$ cat src/rtl/dsm_pkg.sv
// Shared constants and arithmetic helpers for the multi-channel delta-sigma DAC.
// Feedback magnitude, saturation, legal loop orders and dither LFSR constants.
package dsm_pkg;

  localparam int ORDER_1 = 1;
  localparam int ORDER_2 = 2;

  // Galois form of x^16+x^14+x^13+x^11+1, shifting right
  localparam logic [15:0] LFSR_TAPS = 16'hB400;
  localparam logic [15:0] LFSR_SEED = 16'hACE1;

  function automatic logic signed [63:0] FB_MAG(input int w);
    return 64'sd1 <<< (w - 1);
  endfunction

  function automatic logic signed [63:0] sat(input logic signed [63:0] v, input int aw);
    logic signed [63:0] mx, mn;
    mx = (64'sd1 <<< (aw - 1)) - 64'sd1;
    mn = -(64'sd1 <<< (aw - 1));
    if (v > mx) return mx;
    if (v < mn) return mn;
    return v;
  endfunction

endpackage

$ cat src/rtl/dsm_mod_core.sv
// One channel of the delta-sigma loop: sample register, 1st/2nd-order saturating
// integrators and the output bit. Optional dither under DSM_DITHER_EN.
module dsm_mod_core
  import dsm_pkg::*;
#(
`ifdef DSM_DITHER_EN
  parameter logic [15:0] SEED = LFSR_SEED,
`endif
  parameter int DW    = 16,
  parameter int AW    = DW + 4,
  parameter int ORDER = 2
) (
  input  logic                 i_clk,
  input  logic                 i_rst,
  input  logic                 i_en,
  input  logic                 i_load,
  input  logic signed [DW-1:0] i_x,
  output logic                 o_bit
);

  logic signed [DW-1:0] x_q, x_d;
  logic signed [AW-1:0] a1_q, a1_d, a2_q, a2_d;
  logic                 bit_q, bit_d;
  logic signed [63:0]   fb, s1, s2;
  logic        [AW-1:0] q;

  // Second integrator consumes the first integrator's pre-update value
  always_comb begin
    fb   = bit_q ? FB_MAG(DW) : -FB_MAG(DW);
    s1   = 64'(a1_q) + 64'(x_q) - fb;
    s2   = 64'(a2_q) + 64'(a1_q) - (fb <<< 1);
    a1_d = AW'(sat(s1, AW));
    a2_d = AW'(sat(s2, AW));
    x_d  = i_load ? i_x : x_q;
    q    = (ORDER == ORDER_2) ? a2_d : a1_d;
  end

`ifdef DSM_DITHER_EN
  logic [15:0] lfsr_q, lfsr_d;
  logic [AW:0] qd;

  // Dither perturbs only the quantiser decision, never the integrators
  always_comb begin
    lfsr_d = {1'b0, lfsr_q[15:1]} ^ (lfsr_q[0] ? LFSR_TAPS : 16'h0000);
    qd     = {q[AW-1], q} + {{(AW-1){lfsr_q[1]}}, lfsr_q[1:0]};
    bit_d  = ~qd[AW];
  end

  always_ff @(posedge i_clk or posedge i_rst) begin
    if (i_rst)     lfsr_q <= SEED;
    else if (i_en) lfsr_q <= lfsr_d;
  end
`else
  assign bit_d = ~q[AW-1];
`endif

  always_ff @(posedge i_clk or posedge i_rst) begin
    if (i_rst) begin
      x_q   <= '0;
      a1_q  <= '0;
      a2_q  <= '0;
      bit_q <= 1'b0;
    end else begin
      x_q <= x_d;
      if (i_en) begin
        a1_q  <= a1_d;
        a2_q  <= a2_d;
        bit_q <= bit_d;
      end
    end
  end

  assign o_bit = bit_q;

endmodule

$ cat src/rtl/dsm_dac_mc.sv
// Multi-channel delta-sigma DAC: sample holding register with valid/ready, OSR
// load-point counter, strobes, and N_CH loop cores. Optional dither: DSM_DITHER_EN.
module dsm_dac_mc
  import dsm_pkg::*;
#(
  parameter int N_CH       = 2,
  parameter int DATA_WIDTH = 16,
  parameter int ORDER      = 2,
  parameter int OSR        = 64,
  parameter int ACC_WIDTH  = DATA_WIDTH + 4
) (
  input  logic                       i_clk,
  input  logic                       i_rst,
  input  logic                       i_en,
  input  logic                       i_valid,
  output logic                       o_ready,
  input  logic [N_CH*DATA_WIDTH-1:0] i_data,
  output logic                       o_sample_stb,
  output logic                       o_underrun,
  output logic [N_CH-1:0]            o_bits
);

  localparam int CW = $clog2(OSR);

  if (!(ORDER == ORDER_1 || ORDER == ORDER_2)) begin : g_bad_order
    $error("dsm_dac_mc: ORDER must be 1 or 2");
  end
  if (OSR < 2) begin : g_bad_osr
    $error("dsm_dac_mc: OSR must be >= 2");
  end

  logic [CW-1:0]              osr_cnt_q, osr_cnt_d;
  logic [N_CH*DATA_WIDTH-1:0] hold_q, hold_d;
  logic                       hold_full_q, hold_full_d;
  logic                       stb_q, stb_d, und_q, und_d;
  logic                       load_pt, unload, xfer;

  // A transfer needs an empty hold and an unload needs a full one, so they never overlap
  always_comb begin
    load_pt     = i_en && (osr_cnt_q == CW'(OSR - 1));
    unload      = load_pt && hold_full_q;
    xfer        = i_valid && !hold_full_q;
    osr_cnt_d   = osr_cnt_q;
    hold_d      = hold_q;
    hold_full_d = hold_full_q;
    stb_d       = unload;
    und_d       = load_pt && !hold_full_q;
    if (i_en) osr_cnt_d = load_pt ? '0 : osr_cnt_q + CW'(1);
    if (unload) hold_full_d = 1'b0;
    if (xfer) begin
      hold_d      = i_data;
      hold_full_d = 1'b1;
    end
  end

  always_ff @(posedge i_clk or posedge i_rst) begin
    if (i_rst) begin
      osr_cnt_q   <= '0;
      hold_q      <= '0;
      hold_full_q <= 1'b0;
      stb_q       <= 1'b0;
      und_q       <= 1'b0;
    end else begin
      osr_cnt_q   <= osr_cnt_d;
      hold_q      <= hold_d;
      hold_full_q <= hold_full_d;
      stb_q       <= stb_d;
      und_q       <= und_d;
    end
  end

  assign o_ready      = ~hold_full_q;
  assign o_sample_stb = stb_q;
  assign o_underrun   = und_q;

  for (genvar k = 0; k < N_CH; k++) begin : g_ch
    dsm_mod_core #(
`ifdef DSM_DITHER_EN
      .SEED  (LFSR_SEED ^ 16'(k)),
`endif
      .DW    (DATA_WIDTH),
      .AW    (ACC_WIDTH),
      .ORDER (ORDER)
    ) u_core (
      .i_clk  (i_clk),
      .i_rst  (i_rst),
      .i_en   (i_en),
      .i_load (unload),
      .i_x    (hold_q[k*DATA_WIDTH +: DATA_WIDTH]),
      .o_bit  (o_bits[k])
    );
  end

endmodule

$ cat config.mk
export PLATFORM = sky130hd
export DESIGN_NAME = dsm_dac_mc
export DESIGN_NICKNAME = d
export VERILOG_FILES = /design/src/rtl/dsm_pkg.sv /design/src/rtl/dsm_mod_core.sv /design/src/rtl/dsm_dac_mc.sv
export SDC_FILE = /design/constraint.sdc
export NUM_CORES = 1
export LEC_CHECK = 0
export ABC_AREA = 1
export BUFFER_PORTS_ARGS = -buffer_cell sky130_fd_sc_hd__buf_4
export CAP_MARGIN = 20
export CELL_PAD_IN_SITES_DETAIL_PLACEMENT = 0
export CELL_PAD_IN_SITES_GLOBAL_PLACEMENT = 1
export CORE_MARGIN = 3
export CORE_UTILIZATION = 40
export DETAILED_ROUTE_END_ITERATION = 8
export PLACE_DENSITY = 0.81
export SLEW_MARGIN = 20
export SYNTH_ARGS = -nofsm -noshare
export SYNTH_HDL_FRONTEND = slang
export SYNTH_SLANG_ARGS = --single-unit
$ cat constraint.sdc
create_clock -name i_clk -period 7.02 [get_ports i_clk]
set_clock_uncertainty 0.2 [all_clocks]
set_input_delay 0.351 -clock i_clk [delete_from_list [all_inputs] [get_ports i_clk]]
set_output_delay 0.351 -clock i_clk [all_outputs]
set_load 0.005 [all_outputs]
==> reports/metrics.yaml, run 1 <==
run_status: "finished, final reports clean"
worst_hold_startpoint: "i_en"
detail_route.wl_per_cell_um: 13.8
synth.largest_area_cell: "dfrtp_1"
rr_worst_depth: 19
clock_insertion_delay_worst_skew_ns: 0.42
detailedRoute.firstIterationViolations: 487
fillerInstances: 3829
cts_tree: "built"
placed_cells_incl_taps: 2558
synth.top_cell.area_share: 0.259
ys.flop_type: "dfrtp_1"
routed_wl_um: 36200
drtAntennaViolNets: 0
worstHoldPathCells: 3
worstHoldPathType: "primary input to flop"
async_reset_ff_frac: 1.00
stdcell_count: 2621
root_buffer: "clkbuf_16"
worst-slew-pin-transition_ns: 0.981
dieArea_um2: 39800
number_of_synthesized_register_bits: 155
post_synth_most_frequent_cells: "710 x nand2_1, 362 x inv_1, 155 x dfrtp_1"
setup_tns_ns: 0
critPathRequiredTime_ns: 7.12
setup-violations-final: 0
timing.fmax_ghz: 0.204
dp_hpwl_um: 28300
cts_hold_repair.buffers: 34
port_buffers: 40
pin_count: 41
areaGrowthSynthToFinish_pct: 10.7
drt_drc_violations_left: 0
grt_max_degree: 81
floorplan.initialDensity: 0.407
floorplan_die_height_um: 200
tritoncts_num_sinks: 155
rows: 70
syn_inst: 2082
slew_violations: 0
min_period_over_period: 0.699
setup.worst_path.start_class: "flop"
cts_max_path_buffers: 2
finalCriticalPeriod_ns: 4.90
path_clk_slew_ns: 0.06
die_w_um: 200
routed-via-count: 12800
cts.htree.levels: 4
cap_violations: 0
max-slew-margin-rel: 0.346
max_stage_delay_ns: 0.93
post_dp_cell_area_um2: 15700
average_footprint_of_a_synthesized_cell_um2: 7.20
crit_slowest_cell: "fa_1"
synth_enable_flop_cells: 0
synth_most_common_cell: "nand2_1"
worst_setup_path_end_kind: "flop"
worst-path-max-fanout: 19
placeableCoreArea_um2: 36800
hold_path_end: "g_ch[0].u_core.a2_q[0]"
antenna-diode-count: 0
syn-cell-area_um2: 15000
post_cts_resize_count: 0
dr_vias_cell: 4.87
synthesis.yosys.warnings: 0
finalHoldViolCount: 0
final_nets: 2388
drive_above_1_share: 0.0817
drt_pass1_iterations: 5
path_cells: "fa_1 -> ha_1 -> nand2_1 -> nor2_1 -> nand2_1 -> o2111ai_1 -> a31oi_1 -> nand2_1 -> nand2_1 -> fa_1 -> inv_1 -> nor4_1 -> nand3_1 -> nor4_1 -> nand2_1 -> o21ai_4 -> nand2_1 -> nand2_1 -> nand2_1"
groute.usage.overall: 0.185
sequential_fraction_of_the_synthesis_area: 0.259
mappedNetlistNets: 2327
overflow: 0
cts_made_buffers: 17
rr_startpoint: "g_ch[1].u_core.o_bit"
post_route_core_utilization: 0.451
routabilityCongestion: 0.899
r2r_slack_ns: 2.12
final_design_area_no_fill_um2: 16600
first_global_vias: 12600
grt_first_pass_wirelength_um: 60500
cpMostUsedCell: "nand2_1"
worstPathArrival_ns: 5.01
setup_cp_type: "flop to flop"
worstReg2RegEnd: "g_ch[1].u_core.a1_q[0]"
post_synth_main_area_contributors: "dfrtp_1 26%, nand2_1 18%, ha_1 12%"
grt_antenna_before_repair: 0
rsz0062_at_grt: "no"
netlist-cell-type-count: 51
cts.repair_timing.setup_buffer_count: 0
## routing by layer
metal	part of all wire	wire, um	global-route usage	vias to the layer above
li1	-	-	-	6614
met1	0.45	16100	0.229	5997
met2	0.52	18800	0.344	136
met3	0.020	714	0.0241	30
met4	0.016	569	0.0388	0
met5	0	0	0	-
## cell usage in the layout, fill, tap and decap left out, types with 26 or more instances in the layout
cell type,synthesis,routed
a21oi_1,87,87
nand3_1,66,66
xor2_1,45,45
dfrtp_1,155,155
inv_1,362,361
dlygate4sd3_1,0,34
mux2_2,32,32
nand2_1,710,710
fa_1,62,62
nor2_1,101,101
o21ai_0,63,63
nand4_1,34,34
buf_4,3,45
ha_1,147,147
nand2_2,26,26
## kinds of logic (layout without fill, tap and decap cells)
family,after synthesis,after routing,synth area share
AOI/OAI and AO/OA,202,202,0.0758
xor gates and xnor gates,69,69,0.0403
adders and majority gates,209,209,0.206
buffers and inverters,408,479,0.110
DFF,155,155,0.259
muxes,32,32,0.0241
and+or+nand+nor,1007,1007,0.285
## area by class of cell
class	count	area, um^2	area share
clock buffer	22	474	0.0286
clock inverter	7	116	0.00702
inverter	371	1400	0.0843
multi-input combinational	1519	9460	0.570
sequential	155	3880	0.234
tap	468	586	0.0353
timing repair buffer	79	678	0.0409
## how the worst max path moves through the flow
stage	startpoint	depth (start not counted)	end
2_1_floorplan	i_rst	1	g_ch[0].u_core.a1_q[0]
3_5_place_dp	g_ch[1].u_core.o_bit	19	g_ch[1].u_core.a1_q[0]
4_1_cts	g_ch[1].u_core.o_bit	19	g_ch[1].u_core.a1_q[0]
3_3_place_gp	g_ch[0].u_core.o_bit	17	g_ch[0].u_core.a1_q[12]
5_1_grt	g_ch[1].u_core.o_bit	19	g_ch[1].u_core.a1_q[0]
6_report	g_ch[1].u_core.o_bit	19	g_ch[1].u_core.a1_q[0]
## sequential cells by signal (all words and copies together), names as in the netlist
| register | count |
|---|---|
| hold_q | 32 |
| g_ch.u_core.a1_q | 40 |
| hold_full_q | 1 |
| osr_cnt_q | 6 |
| o_underrun | 1 |
| g_ch.u_core.a2_q | 40 |
| o_sample_stb | 1 |
| g_ch.u_core.o_bit | 2 |
| g_ch.u_core.x_q | 32 |
## worst max-delay path: cells and delay by family (launching register included)
kind	cells	cell delay, ns
simple gates	12	1.65
fa+ha+maj	3	1.73
buf+inv	1	0.05
compound gates	3	0.69
flops	1	0.49
## through the flow
step,worst slack [ns],hold slack [ns]
after global placement,2.17,0.234
after floorplan,2.29,0.220
final,2.12,0.183
after detailed placement,2.06,0.258
after CTS,2.03,0.163
after global routing,1.51,0.191
Power of run 1 is not shown: default switching activity piles up to over one toggle a cycle in this logic, so the estimate is an artifact.
==> run 2: changes to the inputs <==
clock period = 5 ns   (was 7.02 ns; I/O delays follow)
==> run 2 against run 1 <==
Worst hold slack improved by 0.069 ns. Non-clock buffer count increased by 16. Register-to-register slack got worse by 1.7 ns. Highest routed layer unchanged. First-iteration DRC count increased by 10%. Largest cell class unchanged. Global-route usage increased by 0.43 points. Design area increased by 0.90%. Critical path depth increased by 2. Sequential cell count unchanged. Wire length increased by 0.66%. Maximum frequency increased by 7.0%.
==> reports/metrics.yaml, run 2 (synthesis results as in run 1) <==
run_status: "finished, final reports clean"  # unchanged
drive_above_1_share: 0.0903  # was 0.0817
rsz0062_at_grt: "no"  # unchanged
rr_startpoint: "g_ch[1].u_core.o_bit"  # unchanged
worstPathArrival_ns: 4.70  # was 5.01 ns
post_route_core_utilization: 0.455  # was 0.451
drt_pass1_iterations: 5  # unchanged
cts.htree.levels: 4  # unchanged
detailedRoute.firstIterationViolations: 536  # was 487
worst-path-max-fanout: 19  # unchanged
antenna-diode-count: 0  # unchanged
dp_hpwl_um: 28600  # was 28300 um
most_frequent_cells_in_the_layout: "710 x nand2_1, 361 x inv_1, 153 x dfrtp_1, 147 x ha_1, 101 x nor2_1"  # was 710 x nand2_1, 361 x inv_1, 155 x dfrtp_1, 147 x ha_1, 101 x nor2_1
final_nets: 2404  # was 2388
cts_max_path_buffers: 2  # unchanged
setup-violations-final: 0  # unchanged
drtAntennaViolNets: 0  # unchanged
root_buffer: "clkbuf_16"  # unchanged
cap_violations: 0  # unchanged
detail_route.wl_per_cell_um: 13.8  # about the same
timing.fmax_ghz: 0.218  # was 0.204 GHz
finalHoldViolCount: 0  # unchanged
grt_antenna_before_repair: 0  # unchanged
die_w_um: 200  # unchanged
layout_top_registers: "g_ch.u_core.a1_q x40, g_ch.u_core.a2_q x40"  # unchanged
critPathLaunch: "g_ch[1].u_core.o_bit"  # unchanged
worstPathBufferInverterCount: 5  # was 1
min_period_over_period: 0.916  # was 0.699
cts_made_buffers: 17  # unchanged
rows: 70  # unchanged
cts_tree: "built"  # unchanged
placeableCoreArea_um2: 36800  # unchanged
worst-slew-pin-transition_ns: 0.986  # was 0.981 ns
dieArea_um2: 39800  # unchanged
max-slew-margin-rel: 0.343  # was 0.346
slew_violations: 0  # unchanged
groute.usage.overall: 0.190  # was 0.185
worstHoldPathType: "flop to flop"  # was primary input to flop
critPathRequiredTime_ns: 5.12  # was 7.12 ns
routed_wl_um: 36400  # was 36200 um
cpMostUsedCell: "nand2_1"  # unchanged
tritoncts_num_sinks: 155  # unchanged
worst_hold_startpoint: "hold_full_q"  # was i_en
drt_drc_violations_left: 0  # unchanged
setup.worst_path.start_class: "flop"  # unchanged
critical_path.top_delay_family: "simple AND/OR/NAND/NOR gates"  # was adder cells
worst_setup_path_end_kind: "flop"  # unchanged
max_stage_delay_ns: 0.52  # was 0.93 ns
clock_insertion_delay_worst_skew_ns: 0.44  # was 0.42 ns
crit_slowest_cell: "fa_1"  # unchanged
overflow: 0  # unchanged
routabilityCongestion: 0.901  # was 0.899
layout_commonest_cell: "nand2_1"  # unchanged
path_cells: "inv_1 -> fa_1 -> inv_1 -> ha_1 -> nand2_1 -> nor2_1 -> nand3_1 -> nand2_1 -> nand3_1 -> nand2_1 -> inv_1 -> fa_1 -> inv_1 -> nor4_1 -> nand3_1 -> or2_4 -> o21bai_4 -> buf_4 -> nand2_1 -> nand2_1 -> nand2_1"  # was fa_1 -> ha_1 -> nand2_1 -> nor2_1 -> nand2_1 -> o2111ai_1 -> a31oi_1 -> nand2_1 -> nand2_1 -> fa_1 -> inv_1 -> nor4_1 -> nand3_1 -> nor4_1 -> nand2_1 -> o21ai_4 -> nand2_1 -> nand2_1 -> nand2_1
grt_first_pass_wirelength_um: 61500  # was 60500 um
areaGrowthSynthToFinish_pct: 11.7  # was 10.7%
finalCriticalPeriod_ns: 4.58  # was 4.90 ns
grt_max_degree: 87  # was 81
first_global_vias: 13100  # was 12600
setup_cp_type: "flop to flop"  # unchanged
pin_count: 41  # unchanged
floorplan_die_height_um: 200  # unchanged
floorplan.initialDensity: 0.407  # unchanged
setup_tns_ns: 0  # unchanged
dr_vias_cell: 4.87  # about the same
path_clk_slew_ns: 0.06  # about the same
routed-via-count: 12900  # was 12800
port_buffers: 40  # unchanged
[run 2: cell types whose count changed in the layout (fill, tap and decap cells not counted), sizes merged]
cell         previous run  this run
clkinv                  5         9
clkbuf                 22        19
inv                   369       370
dlygate4sd3            34        35
buf                    45        60
[run 2: layout make-up]
cell class	instances	area, um^2
fill	3840	20000
multi-input combinational	1519	9480
inverter	371	1400
clock buffer	19	433
timing repair buffer	95	813
clock inverter	12	149
tap	468	586
sequential	155	3880
[run 2: worst paths after layout]
kind                            slack (ns)  cells after the start                     end
worst min register to register        0.25                      1              o_underrun
worst max register to register        0.42                     21  g_ch[1].u_core.a2_q[8]
min in group asynchronous             0.28                      3  g_ch[0].u_core.a2_q[4]
worst max-delay path                  0.42                     21  g_ch[1].u_core.a2_q[8]
max in group asynchronous             3.23                      4    g_ch[1].u_core.o_bit
worst min-delay path                  0.25                      1              o_underrun
[run 2: repair_timing]
action | in CTS | in global routing
buffers inserted | 0 | 2
hold buffers | 35 | 0
setup endpoints to repair | 0 | 41
gates resized for setup | 0 | 6
endpoints found under the hold margin | 111 | 0
[run 2: worst register-to-register path: stages (launching register included)]
cell and delay [ns]:
dfrtp_1 0.51, inv_1 0.15, fa_1 0.52, inv_1 0.05, ha_1 0.35, nand2_1 0.12, nor2_1 0.17, nand3_1 0.14
nand2_1 0.12, nand3_1 0.08, nand2_1 0.19, inv_1 0.08, fa_1 0.48, inv_1 0.05, nor4_1 0.25, nand3_1 0.15
or2_4 0.28, o21bai_4 0.10, buf_4 0.26, nand2_1 0.10, nand2_1 0.07, nand2_1 0.06
[run 2: routing by layer]
layer  GRT usage  vias to the layer above  routed length (um)
met5           0                        -                   0
met4      0.0561                        0                 922
met3      0.0288                       42                 849
met2       0.345                      138               18500
met1       0.232                     6013               16200
li1            -                     6672                   -
[run 2: through the flow]
step / hold slack, ns / worst slack, ns / area, um^2 / std cells
6_report: 0.252 / 0.418 / 16700 / 2639
2_1_floorplan: 0.187 / 0.372 / 15000 / 2082
5_1_grt: 0.287 / 0.0339 / 16700 / 2639
3_5_place_dp: 0.234 / 0.252 / 15800 / 2571
4_1_cts: 0.247 / 0.226 / 16700 / 2637
3_3_place_gp: 0.222 / 0.349 / 15800 / 2571
Power of run 2 is left out for the same reason.
